===== src/rtl/instruction_fetch.sv =====
// rtl/instruction_fetch.sv - IF stage: PC select, sync-read imem latency absorption, IF/ID register
// Tracks the address whose data is on imem_instr and loads it into IF/ID unless stalled or flushed.

module instruction_fetch #(
    parameter logic [31:0] RESET_PC = 32'h0000_0000
) (
    input  logic        clk,
    input  logic        reset,
    input  logic        stall,
    input  logic        redirect_valid,
    input  logic [31:0] redirect_pc,
    output logic [31:0] imem_pc,
    input  logic [31:0] imem_instr,
    output logic [31:0] if_id_instr,
    output logic [31:0] if_id_pc,
    output logic [31:0] if_id_pc_plus4,
    output logic        if_id_valid,
    output logic        misalign_err,
    output logic [31:0] fetch_count
);

    logic [31:0] pc_q;
    logic        pend_valid;

    // Replaying pc_q while stalled (or before the first issue) keeps imem_instr valid for pc_q.
    always_comb begin
        imem_pc = pc_q;
        if (redirect_valid) begin
            imem_pc = {redirect_pc[31:2], 2'b00};
        end else if (pend_valid && !stall) begin
            imem_pc = pc_q + 32'd4;
        end
    end

    always_ff @(posedge clk) begin
        if (reset) begin
            pc_q           <= RESET_PC;
            pend_valid     <= 1'b0;
            if_id_instr    <= 32'd0;
            if_id_pc       <= 32'd0;
            if_id_pc_plus4 <= 32'd0;
            if_id_valid    <= 1'b0;
            misalign_err   <= 1'b0;
            fetch_count    <= 32'd0;
        end else begin
            pc_q       <= imem_pc;
            pend_valid <= 1'b1;
            if (redirect_valid) begin
                // Flush only through the valid bit; a redirect overrides a simultaneous stall.
                if_id_valid <= 1'b0;
                if (redirect_pc[1:0] != 2'b00) begin
                    misalign_err <= 1'b1;
                end
            end else if (!stall) begin
                if_id_instr    <= imem_instr;
                if_id_pc       <= pc_q;
                if_id_pc_plus4 <= pc_q + 32'd4;
                if_id_valid    <= pend_valid;
                if (pend_valid) begin
                    fetch_count <= fetch_count + 32'd1;
                end
            end
        end
    end

endmodule


===== config.mk =====
export PLATFORM = sky130hd
export DESIGN_NAME = instruction_fetch
export DESIGN_NICKNAME = d
export VERILOG_FILES = /design/src/rtl/instruction_fetch.sv
export SDC_FILE = /design/constraint.sdc
export NUM_CORES = 1
export LEC_CHECK = 0
export ABC_AREA = 1
export CELL_PAD_IN_SITES_DETAIL_PLACEMENT = 1
export CELL_PAD_IN_SITES_GLOBAL_PLACEMENT = 2
export CORE_MARGIN = 10
export CORE_UTILIZATION = 26
export CTS_CLUSTER_DIAMETER = 150
export DETAILED_ROUTE_END_ITERATION = 8
export PLACE_DENSITY = 0.86
export SLEW_MARGIN = 20
export SYNTH_ARGS = -nofsm -noshare
export SYNTH_HDL_FRONTEND = slang
export SYNTH_SLANG_ARGS = --single-unit

===== constraint.sdc =====
create_clock -name clk -period 4.4 [get_ports clk]
set_input_delay 0.88 -clock clk [delete_from_list [all_inputs] [get_ports clk]]
set_output_delay 0.88 -clock clk [all_outputs]
set_load 0.1 [all_outputs]

# --- Word-level counts from Yosys, hierarchy flattened ---
# Cells that the tools add are included.
# Widths: inputs -> output; s select.
totals:
  in_bits: 68
  output_inout_bits: 162
  word_cells: 22
  regBits: 163
op_classes:
  n_reduce_logical: 7
  n_mux: 3
  add_sub_neg: 2
  n_bitwise: 2
ops:
  columns: ["operator", "count"]
  rows:
  - ["$mux 32", 2]
  - ["$add 32x1->32 const B", 1]
  - ["$add 32x3->32 const B", 1]
  - ["$reduce_and 2->1", 2]
  - ["$reduce_and 3->1", 1]
  - ["$not 1->1", 2]
  - ["$reduce_bool 2->1", 1]
  - ["$reduce_or 2->1", 1]
  - ["$logic_and 1x1->1", 1]
  - ["$logic_not 1->1", 1]
  - ["$mux 1", 1]

# --- Logic depth before layout (Yosys ltp) ---
# Gate-level depths: netlist of run 1.
logic_depth:
  word_depth: 4
  depth_mapped: 10
  depth_no_buf: 10

# --- Least setup slack after synthesis of run 1 ---
# No wires, ideal clock.
synth_timing:
  path_type: "input port to output port"
  start: "in stall"
  end: "out imem_pc[3]"
  required_time_ps: 3520
  n_path_buf: 0
  arrival_ps: 3448
  stages: 6
  setup_slack_ps: 72
  path_cell_list: "inv_1 -> nand2_1 -> inv_1 -> nand2_1 -> o21ai_0 -> o21ai_0"
synth_via:
  elab_chain_len: 4
synth_lines:
  columns: ["element", "line_no", "source"]
  rows:
  - ["from (decl)", "9", "input logic stall,"]
  - ["$logic_not 1->1", null, null]
  - ["$logic_and 1x1->1", "30", "end else if (pend_valid && !stall) begin"]
  - ["$mux 32", "30", null]
  - ["$mux 32", "28", "if (redirect_valid) begin"]
  - ["to (decl)", "12", "output logic [31:0] imem_pc,"]
# No other way between the ends.

# --- Worst setup path in the final report of run 1 ---
layout_timing:
  start: "in stall"
  end: "out imem_pc[5]"
# The elaborated chain is that of the path after synthesis.

==> results by stage, run 1 <==
Timing:
- Based on the critical path, the design can be clocked at up to between 0.2 and 0.3 GHz.
- The setup skew after layout is around 18 ps.
- The worst-margin pin slew is ~1100 ps.
- The total count of max-transition violations in the final report is 0.
- The final critical-path share of the clock period is approximately four fifths.
- The routed design could run at a clock period as short as 3590 ps.
- In this run the tightest slew margin relative to its limit is 25.1%.
- The number of hold violations in the final report is 0.
- Setup violations remaining at the end of the flow were counted as 0.
- Setup total negative slack on the finished layout was measured at 0 ps.
- The worst path meets setup with between 800 and 900 ps of slack.
- Setup repair after global routing left no endpoint under its margin.

GRT:
- After global routing the overflow that remains totals 0.
- For this run, the total global-route usage over all layers was measured as between 10% and 20%.
- The first global-routing pass estimated 46300 um of wire.
- The number of antenna violations at the first check in global routing was 2.
- Entering global routing, the biggest net connects 82 pins.
- The via count of the first global-routing pass was approximately 7900.

Finish:
- Summing all non-filler instances in the final layout gives an area of about 11000 um^2.
- The number of filler instances in the final layout is roughly 3500.
- The relative area change from synthesis to final layout is 48.3%.
- Cells with a size suffix above 1 make up roughly 7.6% of the layout.
- The net count of the finished layout is ~1400.

CTS:
- The clock passes through at most 2 buffers.
- The sink count of the clock tree is 161.
- In this run the number of H-tree levels came out at 4.
- The CTS tree is done.
- The master cell of the clock root buffer is sky130_fd_sc_hd__clkbuf_16.
- The number of buffers inserted by hold repair at cts is 0.
- The number of setup buffers added after CTS is 0.
- Clock-pin slew was measured on the worst setup and hold paths at about 70 ps.
- The number of clock buffers added by TritonCTS is 17.
- The latest clock arrival within the worst-skew pair is roughly 440 ps.
- The number of gates resized after CTS was 0.

Logic synthesis:
- The dominant combinational cell family by area after synthesis is simple AND/OR/NAND/NOR gates.
- The sequential area share after synthesis is between 40% and 50%.
- The synthesized area is around 7300 um^2.
- Counting flops and latches in the post-synthesis netlist gives approximately 160.
- The most repeated cell in the gate-level netlist after synthesis is sky130_fd_sc_hd__nand2_1.
- The number of nets in the synthesized netlist is approximately 1100.
- The synthesized netlist devotes ~30% of its cell area to simple gates.
- The average instance area after synthesis is between 6 and 7 um^2.
- After synthesis, the most frequently instantiated cells are sky130_fd_sc_hd__nand2_1, sky130_fd_sc_hd__nor2_1, sky130_fd_sc_hd__dfxtp_1.
- Counting every instance in the synthesized netlist gives ~1100.
- After synthesis, the netlist uses 36 different library cells.
- The synthesized design spends more area on one cell type than any other, namely sky130_fd_sc_hd__dfxtp_1.
- Summing the areas of all compound-gate instances in the mapped netlist gives about 16% of the synthesized area.
- The leading register cell type out of synthesis is sky130_fd_sc_hd__dfxtp_1.
- After synthesis, the largest area contributor takes up between 40% and 50% of total cell area.
- The fraction of synthesis flops using an asynchronous set or reset pin is 0%.
- Summing the areas of all xor and xnor instances in the mapped netlist gives under 10% of the synthesized area.
- Counting flops with a built-in enable in the synthesized netlist gives 0.
- In the synthesized netlist, mux cells make up 0% of the area.
- The adder-cell share of the synthesized area is less than 1%.
- Sorting the synthesized cells by area gives the leading types as sky130_fd_sc_hd__dfxtp_1, sky130_fd_sc_hd__nand2_1, sky130_fd_sc_hd__nor2_1, sky130_fd_sc_hd__o21ai_0, sky130_fd_sc_hd__a21oi_1.
- The number of warning messages in the yosys log is 0.

Worst setup path:
- The maximum fanout along the worst path is 35.
- The worst setup path is of the in2out kind.
- The endpoint class of the critical path is an output port.
- The startpoint class of the critical path is an input port.
- The worst setup path startpoint is stall.
- Data on the critical path arrives at its endpoint at approximately 2700 ps.
- For the worst setup path, the data required time is roughly 3500 ps.
- The launching point of the worst reg2reg path is pc_q[2].

Floorplanning:
- In this run the count of I/O pins placed on the die edge is 230.
- Measured along the y axis, the die boundary spans between 150 and 200 um.
- The placeable core area is roughly 28000 um^2.
- The full die area is ~35000 um^2.
- Row generation in the floorplan step produced approximately 60 rows.
- The die is ~190 um wide.
- The effective utilization at floorplan is a little over a quarter.

Detailed routing:
- The remaining design rule violation count is 0.
- Across all layers, the routed design uses approximately 7700 vias.
- The antenna violation net count after detailed routing is 0.
- The first-iteration detailed-routing DRC count is around 350.
- Before antenna repair, the detailed router went through 5 iterations.
- The final wirelength is 30000 um.
- Dividing the detail-routed via count by the number of cells gives between 4 and 5.
- Dividing the detail-routed wire length by the instance count gives about 18 um.

Placement:
- Buffers placed on the I/O ports in this run total roughly 230.
- The standard cell area after detailed placement is slightly above 10000 um^2.
- Summed over all nets, the half-perimeter wirelength after detailed placement is approximately 22000 um.
- At the end of routability-driven placement, the weighted congestion stood at between 0.8 and 0.9.
- OpenSTA, run right after detailed placement, puts the worst setup slack at ~750 ps.

Power and ir drop:
- The total power divided by cell area is 406 nW/um^2.
- Summed over all cells, the static leakage comes to roughly 4.4 nW.
- VDD sags by at most between 200 and 250 uV.

Run:
- The number of max-cap violations is 0.

Status:
- The flow ran to the end, and the final reports show no timing, DRC or antenna violations.

Worst hold path:
- The type of the tightest min-delay check is reg2reg.
- The hold path startpoint is misalign_err.
==> layout by cell type (no fill, tap or decap), types with 11 or more instances in the layout <==
| cell type | Yosys | layout |
|---|---|---|
| sky130_fd_sc_hd__a211oi_1 | 21 | 21 |
| sky130_fd_sc_hd__inv_1 | 96 | 95 |
| sky130_fd_sc_hd__a21oi_1 | 77 | 77 |
| sky130_fd_sc_hd__buf_4 | 2 | 11 |
| sky130_fd_sc_hd__o211ai_1 | 12 | 12 |
| sky130_fd_sc_hd__buf_12 | 0 | 30 |
| sky130_fd_sc_hd__nand3_1 | 58 | 58 |
| sky130_fd_sc_hd__clkdlybuf4s50_1 | 0 | 195 |
| sky130_fd_sc_hd__nor2_1 | 214 | 214 |
| sky130_fd_sc_hd__o21ai_0 | 93 | 93 |
| sky130_fd_sc_hd__nand2_1 | 225 | 225 |
| sky130_fd_sc_hd__dfxtp_1 | 161 | 161 |
| sky130_fd_sc_hd__clkbuf_16 | 0 | 17 |
==> registers in the layout, summed over array words and instances, names as in the netlist <==
register / cells
if_id_pc_plus4: 30
if_id_valid: 1
misalign_err: 1
pend_valid: 1
fetch_count: 32
pc_q: 32
if_id_instr: 32
if_id_pc: 32
==> kinds of logic (layout without fill, tap and decap cells) <==
family	Yosys count	after routing
AOI/OAI and AO/OA	216	216
xor gates and xnor gates	10	10
adders and majority gates	2	2
buffers and inverters	150	369
DFF	161	161
other	0	3
and+or+nand+nor	538	538
==> metal layers <==
layer  wire length [um]  part of all wire (%)  global-route usage, %
met2              14600                    49                   27.9
met3               1350                   4.5                   3.82
met1              13500                    45                   20.4
met4                494                   1.6                   5.38
met5                  0                     0                      0
==> through the flow <==
step / util (%) / power [W] / std cells / hold slack [ps]
final: 39.2 / 0.00441 / 1677 / 461
after detailed placement: 36.8 / 0.00282 / 1642 / 452
after CTS: 39.1 / 0.00447 / 1674 / 463
after global placement: 36.8 / 0.00281 / 1642 / 438
after floorplan: - / 0.00242 / 1077 / 438
after global routing: 39.2 / 0.00458 / 1676 / 483
==> area by class of cell <==
| type | instances | area (um^2) | area share (%) |
|---|---|---|---|
| antenna | 3 | 7.51 | 0.0690 |
| clock buffer | 20 | 457 | 4.20 |
| clock inverter | 12 | 181 | 1.67 |
| inverter | 99 | 372 | 3.42 |
| multi-input combinational | 766 | 3520 | 32.4 |
| sequential | 161 | 3220 | 29.6 |
| tap | 378 | 473 | 4.35 |
| timing repair buffer | 238 | 2650 | 24.3 |
==> power by group <==
part | total (W) | switching, W | internal [W]
Combinational | 0.00119 | 0.000868 | 0.000317
Sequential | 0.00159 | 0.0000552 | 0.00153
Clock | 0.00164 | 0.000653 | 0.000985
Total | 0.00441 | 0.00158 | 0.00284
==> worst max-delay path, stage by stage <==
cell	delay [ps]
sky130_fd_sc_hd__clkdlybuf4s50_1	550
sky130_fd_sc_hd__inv_1	60
sky130_fd_sc_hd__nand2_1	70
sky130_fd_sc_hd__buf_4	410
sky130_fd_sc_hd__a21oi_1	110
sky130_fd_sc_hd__o21ai_0	230
sky130_fd_sc_hd__nand2_1	180
sky130_fd_sc_hd__buf_12	210
==> final timing paths <==
path	end	slack (ps)	cells after the start
min reg2reg	misalign_err	460	2
min	misalign_err	460	2
max reg2reg	pc_q[28]	2320	9
max	imem_pc[5]	810	8
No activity file was read; power rests on OpenSTA's default activity.
==> inputs of run 2 (changes only) <==
--- a/config.mk
+++ b/config.mk
@@ -9,10 +9,10 @@
 export CELL_PAD_IN_SITES_DETAIL_PLACEMENT = 1
 export CELL_PAD_IN_SITES_GLOBAL_PLACEMENT = 2
 export CORE_MARGIN = 10
-export CORE_UTILIZATION = 26
+export CORE_UTILIZATION = 22
 export CTS_CLUSTER_DIAMETER = 150
 export DETAILED_ROUTE_END_ITERATION = 8
-export PLACE_DENSITY = 0.86
+export PLACE_DENSITY = 0.78
 export SLEW_MARGIN = 20
 export SYNTH_ARGS = -nofsm -noshare
 export SYNTH_HDL_FRONTEND = slang
==> constraint.sdc (replaced) <==
create_clock -name clk -period 3.1 [get_ports clk]
set_input_delay 0.62 -clock clk [delete_from_list [all_inputs] [get_ports clk]]
set_output_delay 0.62 -clock clk [all_outputs]
set_load 0.1 [all_outputs]
==> run 2 against run 1 <==
Final area decreased by 0.93%. First-iteration DRC count increased by 4.0%. Clock skew decreased by 4.6 ps. Register-to-register slack got worse by 1100 ps. Combinational power increased by 40%. Sequential share of layout area increased by 0.35 points. Clock power increased by 29%. Die area increased by 16%. Critical endpoint is now imem_pc[15].
==> results by stage, run 2 (same netlist as run 1, synthesis figures left out) <==
Status:
- The run finished with clean final reports.

Power and ir drop:
- The static leakage is ~4.7 nW.
- The total power is roughly 0.0060 W.
- The largest vdd supply drop is 397 uV.
- In this run the power density over the cells is 561 nW/um^2.

Timing:
- The final critical-path share of the clock period is 93.8%.
- The number of hold violations in the final report came to 0.
- The final worst slack is 194 ps.
- For the pin with the worst max-slew slack, the measured transition is about 900 ps.
- The total count of max-transition violations in the final report is 0.
- In this run the tightest slew margin relative to its limit is 39.9%.
- For the finished layout, the period the worst path requires is approximately 2900 ps.
- The final number of setup-violating endpoints is 0.
- The setup skew after layout is 13.0 ps.
- The maximum operating frequency is approximately 0.34 GHz.

Floorplanning:
- The die covers roughly 41000 um^2.
- The effective utilization at floorplan is roughly 22%.
- Measured along the y axis, the die boundary spans ~200 um.
- The top-level port count is between 200 and 250.
- The placement row count is 66.
- The placeable core area is about 33000 um^2.
- The overall die width is slightly above 200 um.

GRT:
- The first-pass GRT wire length is around 48000 um.
- Global routing finished with a remaining overflow of 0.
- The via count of the first global-routing pass was approximately 7900.
- The combined global-route utilization of all metal layers is approximately 15%.
- The maximum number of pins on one net before global-route repair is 133.
- The number of antenna violations at the first check in global routing was 1.

Run:
- The number of max-cap violations is 0.

Detailed routing:
- The first detailed-routing pass took 5 iterations.
- The final wirelength is just over 30000 um.
- The routed length per instance is between 15 and 20 um.
- The via count of the routed design is 7806.
- The detail route stage leaves a number of antenna-violating nets equal to 0.
- The average vias per placed instance is approximately 4.5.
- In the routed design, unresolved DRC markers number 0.
- The first-iteration detailed-routing DRC count is approximately 370.

CTS:
- The clock reaches the later pin of the worst-skew pair after around 450 ps.
- The root buffer cell chosen for the clock tree is sky130_fd_sc_hd__clkbuf_16.
- The total number of H-tree levels is 4.
- The number of clock buffers inserted by TritonCTS is 17.
- The sink count of the clock tree is around 160.
- The buffer depth of the longest clock path is 2.
- After clock tree synthesis, the clock-pin slew on the worst setup and hold paths is ~70 ps.
- The CTS tree is done.

Finish:
- The post-route core utilization is 33.0%.
- The top cell types in the final layout, fill and taps aside, are sky130_fd_sc_hd__nand2_1, sky130_fd_sc_hd__nor2_1, sky130_fd_sc_hd__dfxtp_1.
- After the last flow step, the layout net total stands at approximately 1400.
- The relative area change from synthesis to final layout is 47.0%.
- The share of final-layout standard cells stronger than drive strength 1 is between 10% and 20%.
- Leaving out fill and tap cells, the most frequent cell in the layout is sky130_fd_sc_hd__nand2_1.
- The non-filler instance count after layout is approximately 1800.

Placement:
- After legalization and detailed placement, the total HPWL measured 23300 um.
- Prior to clock tree synthesis, the placed netlist has a worst setup slack of between 200 and 250 ps.
- The global placer's final weighted congestion is roughly 0.79.
- The placed cell count is between 1500 and 2000.
- The quantity of I/O buffers inserted on ports is 229.

Worst hold path:
- The worst hold path begins at misalign_err.
- The type of the tightest min-delay check is reg2reg.

Worst setup path:
- The worst setup path is launched from a register.
- Along the worst path, the maximum fanout reaches 3.
- The required time of the worst setup path is about 2500 ps.
- The most critical setup path has its startpoint at pc_q[9].
- The worst setup path is of the reg2out kind.
- The startpoint identified for the worst register-to-register timing path is pc_q[6].
- Data arrives at the worst endpoint at roughly 2300 ps.
- The endpoint class of the critical path is an output port.
## run 2: stage by stage
step           TNS, ps  cell area, um^2  hold slack, ps
2_1_floorplan        0             7340             438
3_3_place_gp         0            10100             439
3_5_place_dp         0            10100             454
4_1_cts              0            10700             464
5_1_grt          -2.47            10800             500
6_report             0            10800             460
## run 2: what timing repair did
action                     in CTS  in global routing
hold buffers                    0                  0
pin swaps                       1                  3
setup endpoints to repair       5                 20
setup buffers                   2                  4
gates resized for setup         3                 14
## run 2: layer usage
| layer | wire, um | part of all wire, % | track usage [%] | vias to the layer above |
|---|---|---|---|---|
| met5 | 0 | 0 | 0 | - |
| met1 | 14100 | 45 | 18.9 | 3706 |
| met2 | 15000 | 48 | 25.0 | 171 |
| li1 | - | - | - | 3908 |
| met4 | 428 | 1.4 | 4.37 | 0 |
| met3 | 1610 | 5.2 | 3.95 | 21 |
## run 2: cell type report
type                       count  area (um^2)
timing repair buffer         251         2470
fill                        4050        21900
sequential                   161         3230
multi-input combinational    766         3580
tap                          442          553
antenna                        1         2.50
inverter                      99          373
clock inverter                14          134
clock buffer                  18          439
## run 2: power by group
part	leakage (nW)	switching (W)	internal [W]
clock	0.271	0.000982	0.00114
combinational	3.11	0.00124	0.000433
sequential	1.32	0.0000775	0.00218
total	4.70	0.00230	0.00375
## run 2: path summary, 6_finish.rpt
path | to | slack [ps] | cells after the start
max | imem_pc[15] | 190 | 8
min | misalign_err | 460 | 2
max reg2reg | if_id_pc_plus4[29] | 1240 | 9
min reg2reg | misalign_err | 460 | 2
## run 2: critical path, cell delays in order (launching register included)
cell and delay [ps]:
sky130_fd_sc_hd__dfxtp_1 390, sky130_fd_sc_hd__nand2_1 180, sky130_fd_sc_hd__nor2_1 220, sky130_fd_sc_hd__nand2_1 130
sky130_fd_sc_hd__o21ai_0 160, sky130_fd_sc_hd__nand2_1 120, sky130_fd_sc_hd__o21ai_0 270, sky130_fd_sc_hd__nand2_1 170
sky130_fd_sc_hd__buf_12 200
==> inputs of run 3 (changes only) <==
--- a/config.mk
+++ b/config.mk
@@ -6,6 +6,7 @@
 export NUM_CORES = 1
 export LEC_CHECK = 0
 export ABC_AREA = 1
+export CAP_MARGIN = 20
 export CELL_PAD_IN_SITES_DETAIL_PLACEMENT = 1
 export CELL_PAD_IN_SITES_GLOBAL_PLACEMENT = 2
 export CORE_MARGIN = 10
==> results of run 3 <==
Same layout as run 2: the final DEF is identical, and so are final timing and power.
